## config.mk

```make
export PLATFORM = sky130hd
export DESIGN_NAME = load_store_unit
export DESIGN_NICKNAME = d
export VERILOG_FILES = /design/src/rtl/load_store_unit.sv
export SDC_FILE = /design/constraint.sdc
export NUM_CORES = 1
export LEC_CHECK = 0
export ABC_CLOCK_PERIOD_IN_PS = 6000
export BUFFER_PORTS_ARGS = -buffer_cell sky130_fd_sc_hd__buf_2
export CAP_MARGIN = 10
export CORE_MARGIN = 2
export CORE_UTILIZATION = 40
export CTS_CLUSTER_SIZE = 8
export DETAILED_ROUTE_END_ITERATION = 10
export MAX_ROUTING_LAYER = met4
export PLACE_DENSITY = 0.68
export SYNTH_ARGS = -nofsm -noshare
export SYNTH_HDL_FRONTEND = slang
export SYNTH_SLANG_ARGS = --single-unit
export TNS_END_PERCENT = 1
```

## constraint.sdc

```tcl
create_clock -name clk -period 6 [get_ports clk]
set_input_delay 0.9 -clock clk [delete_from_list [all_inputs] [get_ports clk]]
set_output_delay 0.9 -clock clk [all_outputs]
set_load 0.03 [all_outputs]
```

## src/rtl/load_store_unit.sv

```systemverilog
// Load/store unit between the memory stage and a word-wide data memory with
// synchronous read and word-only write.
//
// Ports:
//   clk, rst                     clock and synchronous active-high reset
//   req_valid / req_ready        request handshake; accepted when both are high
//   req_write, req_size,         request fields: store/load, size (00 byte,
//   req_unsigned, req_addr,      01 half, 10 word), zero-extend for loads,
//   req_wdata                    byte address, store data in the low bits
//   resp_valid, resp_err,        one-cycle response pulse, error flag and
//   resp_rdata                   extended load data (0 for stores/errors)
//   mem_write, mem_address,      data memory write strobe, word-aligned address,
//   mem_write_data               and write data
//   mem_read_data                data memory read data (one cycle after address)
module load_store_unit #(
  parameter int unsigned MEM_BYTES = 16384
) (
  input  logic        clk,
  input  logic        rst,
  input  logic        req_valid,
  output logic        req_ready,
  input  logic        req_write,
  input  logic [1:0]  req_size,
  input  logic        req_unsigned,
  input  logic [31:0] req_addr,
  input  logic [31:0] req_wdata,
  output logic        resp_valid,
  output logic        resp_err,
  output logic [31:0] resp_rdata,
  output logic        mem_write,
  output logic [31:0] mem_address,
  output logic [31:0] mem_write_data,
  input  logic [31:0] mem_read_data
);

  typedef enum logic [2:0] {
    StIdle, StWrite, StRead, StCapture, StMerge, StResp
  } state_e;

  // Highest legal start address for each access size.
  localparam logic [31:0] LimitByte = 32'(MEM_BYTES - 1);
  localparam logic [31:0] LimitHalf = 32'(MEM_BYTES - 2);
  localparam logic [31:0] LimitWord = 32'(MEM_BYTES - 4);

  state_e      state_q;
  logic        write_q;
  logic [1:0]  size_q;
  logic        unsigned_q;
  logic [1:0]  lane_q;
  logic [31:0] wdata_q;
  logic [31:0] mem_address_q;
  logic        mem_write_q;
  logic        resp_valid_q;
  logic        resp_err_q;
  logic [31:0] resp_rdata_q;

  logic        req_err;
  logic [7:0]  rd_byte;
  logic [15:0] rd_half;
  logic [31:0] load_ext;
  logic [31:0] merged;

  // Alignment, size and range checks on the incoming request.
  always_comb begin
    req_err = 1'b0;
    case (req_size)
      2'b00:   req_err = (req_addr > LimitByte);
      2'b01:   req_err = req_addr[0] | (req_addr > LimitHalf);
      2'b10:   req_err = (req_addr[1:0] != 2'b00) | (req_addr > LimitWord);
      default: req_err = 1'b1;
    endcase
  end

  // Little-endian lane extraction and sign/zero extension for loads.
  always_comb begin
    rd_byte  = mem_read_data[{lane_q, 3'b000} +: 8];
    rd_half  = lane_q[1] ? mem_read_data[31:16] : mem_read_data[15:0];
    load_ext = mem_read_data;
    case (size_q)
      2'b00:   load_ext = {{24{~unsigned_q & rd_byte[7]}}, rd_byte};
      2'b01:   load_ext = {{16{~unsigned_q & rd_half[15]}}, rd_half};
      default: load_ext = mem_read_data;
    endcase
  end

  // Read-modify-write: replace only the addressed lane(s) of the old word.
  always_comb begin
    merged = mem_read_data;
    if (size_q == 2'b00) begin
      merged[{lane_q, 3'b000} +: 8] = wdata_q[7:0];
    end else if (lane_q[1]) begin
      merged[31:16] = wdata_q[15:0];
    end else begin
      merged[15:0] = wdata_q[15:0];
    end
  end

  always_ff @(posedge clk) begin
    if (rst) begin
      state_q       <= StIdle;
      write_q       <= 1'b0;
      size_q        <= 2'b00;
      unsigned_q    <= 1'b0;
      lane_q        <= 2'b00;
      wdata_q       <= 32'h0;
      mem_address_q <= 32'h0;
      mem_write_q   <= 1'b0;
      resp_valid_q  <= 1'b0;
      resp_err_q    <= 1'b0;
      resp_rdata_q  <= 32'h0;
    end else begin
      mem_write_q  <= 1'b0;
      resp_valid_q <= 1'b0;
      case (state_q)
        StIdle: begin
          if (req_valid) begin
            write_q    <= req_write;
            size_q     <= req_size;
            unsigned_q <= req_unsigned;
            lane_q     <= req_addr[1:0];
            wdata_q    <= req_wdata;
            if (req_err) begin
              state_q      <= StResp;
              resp_valid_q <= 1'b1;
              resp_err_q   <= 1'b1;
              resp_rdata_q <= 32'h0;
            end else begin
              mem_address_q <= {req_addr[31:2], 2'b00};
              if (req_write && (req_size == 2'b10)) begin
                state_q     <= StWrite;
                mem_write_q <= 1'b1;
              end else begin
                state_q <= StRead;
              end
            end
          end
        end
        StWrite: begin
          state_q      <= StResp;
          resp_valid_q <= 1'b1;
          resp_err_q   <= 1'b0;
          resp_rdata_q <= 32'h0;
        end
        StRead: begin
          // Read data for the latched address is available in the next state.
          if (write_q) begin
            state_q     <= StMerge;
            mem_write_q <= 1'b1;
          end else begin
            state_q <= StCapture;
          end
        end
        StCapture: begin
          state_q      <= StResp;
          resp_valid_q <= 1'b1;
          resp_err_q   <= 1'b0;
          resp_rdata_q <= load_ext;
        end
        StMerge: begin
          state_q      <= StResp;
          resp_valid_q <= 1'b1;
          resp_err_q   <= 1'b0;
          resp_rdata_q <= 32'h0;
        end
        StResp:  state_q <= StIdle;
        default: state_q <= StIdle;
      endcase
    end
  end

  assign req_ready      = (state_q == StIdle);
  assign resp_valid     = resp_valid_q;
  assign resp_err       = resp_err_q;
  assign resp_rdata     = resp_rdata_q;
  // Reset suppresses a pending write in the same cycle.
  assign mem_write      = mem_write_q & ~rst;
  assign mem_address    = mem_address_q;
  // Merged data depends on the read word, which only arrives in MERGE.
  assign mem_write_data = (state_q == StMerge) ? merged : wdata_q;

endmodule
```

==> impl_metrics.env, run 1 <==
export IMPL_placedCellCount=938
export IMPL_gp_congestion=1.01
export IMPL_dp_hpwl_um=13000
export IMPL_antenna_found_initial=1
export IMPL_die_x_um=118
export IMPL_cp_max_fo=23
export IMPL_drtIter0Drc=505
export IMPL_fin_crit_ps=4360
export IMPL_clock_path_buffers=2
export IMPL_drt_total_wl_um=17900
export IMPL_die_area_mm2=0.0140
export IMPL_num_vias=5529
export IMPL_setup_viol=0
export IMPL_netlist_area_mm2=0.00522
export IMPL_design_area_mm2=0.00656
export IMPL_yosys_area_top_type="dfxtp_1"
export IMPL_p_per_area_mw_per_mm2=275
export IMPL_cp_start_kind="register"
export IMPL_status="completed"
export IMPL_via_per_inst=5.79
export IMPL_synth_edf_count=0
export IMPL_grt_max_degree=78
export IMPL_core_area_mm2=0.0127
export IMPL_drtAntennaViolNets=0
export IMPL_ys_async_sr_fraction_pct=0
export IMPL_irDropWorstVdd_mv=0.171
export IMPL_ys_warnings_count=0
export IMPL_synthToLayoutAreaGrowth_pct=25.6
export IMPL_cts_tree="built"
export IMPL_path_class="reg -> out"
export IMPL_portBuffers=200
export IMPL_cts_resized=0
export IMPL_initial_core_util_pct=41.2
export IMPL_end_kind="output pin"
export IMPL_post_cts_buffers=0
export IMPL_utilization_pct=51.8
export IMPL_post_route_period_util_pct=72.7
export IMPL_cp_data_required_time_ps=5100
export IMPL_wire_per_inst_um=18.7
export IMPL_drc=0
export IMPL_dpl_cell_area_mm2=0.00624
export IMPL_placementRows=41
export IMPL_worst_pin_slew_ps=1090
export IMPL_drt_pass1_iterations=6
export IMPL_root_buffer="clkbuf_16"
export IMPL_ctsHoldBuffers=0
export IMPL_setup_tns_ps=0
export IMPL_netlist_area_leader_share_pct=40.6
export IMPL_synth_area_leaders="dfxtp_1, a21oi_1, nand2_1"
export IMPL_finalClockSkew_ps=7.05
export IMPL_seq_area_frac_synth_pct=40.6
export IMPL_clk_latency_ps=350
export IMPL_drive_gt1_share_pct=30.3
export IMPL_pin_count=203
export IMPL_synth_cells=612
export IMPL_relSlewSlack_pct=27.3
export IMPL_overflow=0
export IMPL_cap_violations=0
export IMPL_fmax_mhz=229
export IMPL_leakagePower_nw=2.72
export IMPL_layout_nets=885
export IMPL_synth_flop_cell="dfxtp_1"
export IMPL_grt_usage_pct=25.9
export IMPL_arrival_ps=3460
export IMPL_die_h_um=118
export IMPL_finalHoldViolCount=0
export IMPL_cts_max_level=3
export IMPL_grt_pass1_vias=5257
export IMPL_cts_inserted_buffers=9
export IMPL_cts_sinks=106
export IMPL_synthDistinctLibCells=56
export IMPL_clk_pin_slew_ps=70
export IMPL_fin_cells=955
export IMPL_rsz0062_at_grt="no"
export IMPL_hp_class="reg -> reg"
export IMPL_slew_viol_final=0
export IMPL_grt_pass1_wl_um=28100
export IMPL_ys_seq_elements=106
export IMPL_postSynthAreaPerCell_um2=8.53
[worst paths after layout]
| check | start | to | slack (ps) | depth (start not counted) |
|---|---|---|---|---|
| worst max-delay path | lane_q[1] | mem_write_data[26] | 1640 | 6 |
| worst min-delay path | wdata_q[17] | wdata_q[17] | 460 | 2 |
| worst max register to register | lane_q[1] | resp_rdata[19] | 3460 | 4 |
| worst min register to register | wdata_q[17] | wdata_q[17] | 460 | 2 |
[cell type report]
| type | instances | area, um2 |
|---|---|---|
| Antenna cell | 1 | 2.50 |
| Sequential cell | 106 | 2120 |
| Clock inverter | 6 | 88.8 |
| Inverter | 15 | 56.3 |
| Timing Repair Buffer | 203 | 1020 |
| Tap cell | 172 | 215 |
| Multi-Input combinational cell | 442 | 2820 |
| Clock buffer | 10 | 229 |
| Fill cell | 1267 | 6110 |
[metal layers]
metal	routed length [um]	track usage (%)
met1	7490	33.7
met2	8090	39.3
met3	1860	5.98
met4	444	9.34
met5	0	-
[cells by family after synthesis]
family / count (synthesis) / share of synthesized area (%)
adders and majority gates: 5 / 1.20
and+or+nand+nor: 205 / 21.0
buffers and inverters: 65 / 5.63
AOI/OAI and AO/OA: 219 / 29.3
muxes: 11 / 2.11
DFF: 106 / 40.6
other: 1 / 0.0718
[Yosys cell counts (all sizes together) (3+ instances only)]
master	n
nor4	6
mux2i	11
o21a	3
a21boi	4
nand4	14
a22oi	8
a21oi	87
buf	21
o32ai	3
inv	15
a222oi	8
clkbuf	29
nor2	32
a22o	24
a221o	8
o31ai	12
dfxtp	106
o21ai	36
nand2b	18
o2bb2ai	7
nor3	6
nand2	82
ha	5
nand3	8
nand3b	9
o221ai	9
nor3b	19
[registers in the layout, summed over array words and instances (netlist names)]
name	flops
resp_valid	1
wdata_q	32
mem_write_q	1
size_q	2
write_q	1
unsigned_q	1
mem_address	30
state_q	3
resp_rdata	32
resp_err	1
lane_q	2
[per-stage QoR]
step / hold slack [ps] / worst slack (ps) / power [mW]
floorplan: 437 / 2780 / 1.04
global placement: 442 / 2300 / 1.17
detailed placement: 445 / 2080 / 1.17
CTS: 458 / 1660 / 1.81
global route: 475 / 1450 / 1.87
finish: 459 / 1640 / 1.80
[cell usage in the layout, fill, tap and decap left out, types with 2 or more instances in the layout]
cell,n
a21boi_0,2
a21boi_4,2
a21oi_1,87
a221o_1,8
a222oi_1,8
a22o_1,24
a22oi_1,8
and3_1,2
buf_2,200
buf_4,3
bufinv_16,2
clkbuf_16,9
clkinvlp_4,2
conb_1,2
dfxtp_1,106
ha_1,5
inv_1,15
mux2i_1,11
nand2_1,81
nand2b_1,18
nand3_1,7
nand3b_1,9
nand4_1,14
nor2_1,32
nor2b_1,2
nor3_1,5
nor3b_1,18
nor4_2,3
nor4_4,2
o21a_1,3
o21ai_0,35
o221ai_1,9
o2bb2ai_1,7
o31ai_1,12
or2_2,2
or3_1,2
[worst max-delay path: stages, from the launching register on]
cell,delay [ps]
dfxtp_1,930
inv_1,330
ha_1,430
nor4_2,750
a222oi_1,220
a21oi_1,220
buf_2,230
[power by group]
group	total, mW	internal, mW	switching (mW)	leakage [nW]
Sequential	0.763	0.725	0.0380	0.859
Combinational	0.399	0.129	0.271	1.71
Clock	0.640	0.367	0.273	0.149
Total	1.80	1.22	0.582	2.72
No activity file was read; power rests on OpenSTA's default activity.
==> run 2: changes to the inputs <==
--- a/config.mk
+++ b/config.mk
@@ -5,7 +5,7 @@
 export SDC_FILE = /design/constraint.sdc
 export NUM_CORES = 1
 export LEC_CHECK = 0
-export ABC_CLOCK_PERIOD_IN_PS = 6000
+export ABC_CLOCK_PERIOD_IN_PS = 4000
 export BUFFER_PORTS_ARGS = -buffer_cell sky130_fd_sc_hd__buf_2
 export CAP_MARGIN = 10
 export CORE_MARGIN = 2
@@ -13,7 +13,7 @@
 export CTS_CLUSTER_SIZE = 8
 export DETAILED_ROUTE_END_ITERATION = 10
 export MAX_ROUTING_LAYER = met4
-export PLACE_DENSITY = 0.68
+export PLACE_DENSITY = 0.7
 export SYNTH_ARGS = -nofsm -noshare
 export SYNTH_HDL_FRONTEND = slang
 export SYNTH_SLANG_ARGS = --single-unit
==> constraint.sdc (replaced) <==
create_clock -name clk -period 4 [get_ports clk]
set_input_delay 0.6 -clock clk [delete_from_list [all_inputs] [get_ports clk]]
set_output_delay 0.6 -clock clk [all_outputs]
set_load 0.03 [all_outputs]
==> run 2 against run 1 <==
  * Clock-buffer cell count rose by 2
  * Critical path depth decreased by 1
  * Sequential cell count is the same
  * Clock skew about the same
  * Core utilization fell by 0.32 points
==> impl_metrics.env, run 2 (synthesis results as in run 1) <==
export IMPL_wire_per_inst_um=18.7
export IMPL_use_met1_pct=34.0
export IMPL_arrival_ps=2960
export IMPL_antenna_found_initial=0
export IMPL_placedCellCount=939
export IMPL_reg2regPathDepth=4
export IMPL_end_kind="output pin"
export IMPL_grt_usage_pct=25.9
export IMPL_switchingPower_mw=0.855
export IMPL_cts_tree="built"
export IMPL_layout_commonest_cell="buf_2"
export IMPL_cp_start_kind="register"
export IMPL_use_met3_pct=5.98
export IMPL_antenna_diode_count=0
export IMPL_die_area_mm2=0.0140
export IMPL_worst_pin_slew_ps=1100
export IMPL_cts_inserted_buffers=9
export IMPL_p_total_mw=2.58
export IMPL_drc=0
export IMPL_cts_max_level=3
export IMPL_placementRows=41
export IMPL_timing_rr_end="mem_address[26]"
export IMPL_clock_path_buffers=2
export IMPL_synthToLayoutAreaGrowth_pct=24.8
export IMPL_gp_congestion=0.888
export IMPL_cap_violations=0
export IMPL_grt_max_degree=54
export IMPL_fin_cells=955
export IMPL_share_comb_of_total_power_pct=23.3
export IMPL_top_usage_layer="met2"
export IMPL_grt_pass1_wl_um=28000
export IMPL_drtIter0Drc=359
export IMPL_dpl_cell_area_mm2=0.00624
export IMPL_fin_crit_ps=3560
export IMPL_die_x_um=118
export IMPL_cts_sinks=106
export IMPL_finalHoldViolCount=0
export IMPL_whs_endpoint="wdata_q[23]"
export IMPL_irDropWorstVdd_mv=0.263
export IMPL_pin_count=203
export IMPL_dp_hpwl_um=13400
export IMPL_design_area_mm2=0.00652
export IMPL_overflow=0
export IMPL_finalClockSkew_ps=7.54
export IMPL_clk_latency_ps=350
export IMPL_post_cts_buffers=0
export IMPL_portBuffers=200
export IMPL_clk_pin_slew_ps=70
export IMPL_setup_tns_ps=0
export IMPL_seq_power_share_pct=44.3
export IMPL_slew_viol_final=0
export IMPL_root_buffer="clkbuf_16"
export IMPL_relSlewSlack_pct=26.8
export IMPL_initial_core_util_pct=41.2
export IMPL_rrSetupSlack_ps=1520
export IMPL_use_met2_pct=40.1
export IMPL_setup_viol=0
export IMPL_layout_common_cells="buf_2, dfxtp_1, a21oi_1"
export IMPL_hp_class="reg -> reg"
export IMPL_p_int_mw=1.72
export IMPL_fmax_mhz=281
export IMPL_ctsHoldBuffers=0
export IMPL_hp_start="wdata_q[23]"
export IMPL_drt_total_wl_um=17900
export IMPL_p_per_area_mw_per_mm2=395
export IMPL_dp_slack_ps=882
export IMPL_rr_startpoint="state_q[0]"
export IMPL_switching_share_pct=33.2
export IMPL_fin_hold_ws_ps=458
export IMPL_cp_data_required_time_ps=3400
export IMPL_die_h_um=118
export IMPL_layout_nets=886
export IMPL_cts_resized=0
export IMPL_timing_final_ws_setup_ps=440
export IMPL_status="completed"
export IMPL_via_per_inst=5.66
export IMPL_drt_pass1_iterations=6
export IMPL_grt_pass1_vias=5238
export IMPL_path_class="reg -> out"
export IMPL_leakagePower_nw=2.71
export IMPL_utilization_pct=51.4
export IMPL_rsz0062_at_grt="no"
export IMPL_num_vias=5405
export IMPL_drtAntennaViolNets=0
export IMPL_cp_max_fo=31
export IMPL_pwr_share_clk_pct=32.3
export IMPL_drive_gt1_share_pct=30.3
export IMPL_post_route_period_util_pct=89.0
export IMPL_worstHoldPathCells=2
export IMPL_core_area_mm2=0.0127
[run 2: layer usage]
layer,share of wire (%),wire length (um)
met1,44,7810
met2,45,8050
met3,9.5,1690
met4,1.8,327
met5,0,0
[run 2: how the worst max path moves through the flow]
stage,from,end,slack [ps],depth (start not counted)
after floorplan,lane_q[0],mem_write_data[24],1080,6
after global placement,lane_q[0],mem_write_data[31],1030,6
after detailed placement,size_q[1],mem_write_data[18],880,5
after CTS,size_q[1],mem_write_data[18],510,5
after global routing,lane_q[0],mem_write_data[30],250,6
final,size_q[1],mem_write_data[18],440,5
[run 2: area by class of cell]
cell class,instances,area [um2]
Fill cell,1251,6150
Multi-Input combinational cell,442,2820
Sequential cell,106,2120
Timing Repair Buffer,204,1030
Clock buffer,12,246
Tap cell,172,215
Inverter,15,56.3
Clock inverter,4,26.3
[run 2: power groups by stage]
stage               combinational (mW)  sequential (mW)  clock, mW
global route                     0.648             1.15      0.902
global placement                 0.590             1.16          0
floorplan                        0.418             1.14          0
CTS                              0.599             1.14      0.843
detailed placement               0.597             1.16          0
finish                           0.601             1.14      0.833
[run 2: critical path, cell delays in order, from the launching register on]
cell     delay (ps)
dfxtp_1        1040
nor2_1          310
a21oi_1         640
a22oi_1         200
a21oi_1         180
buf_2           210
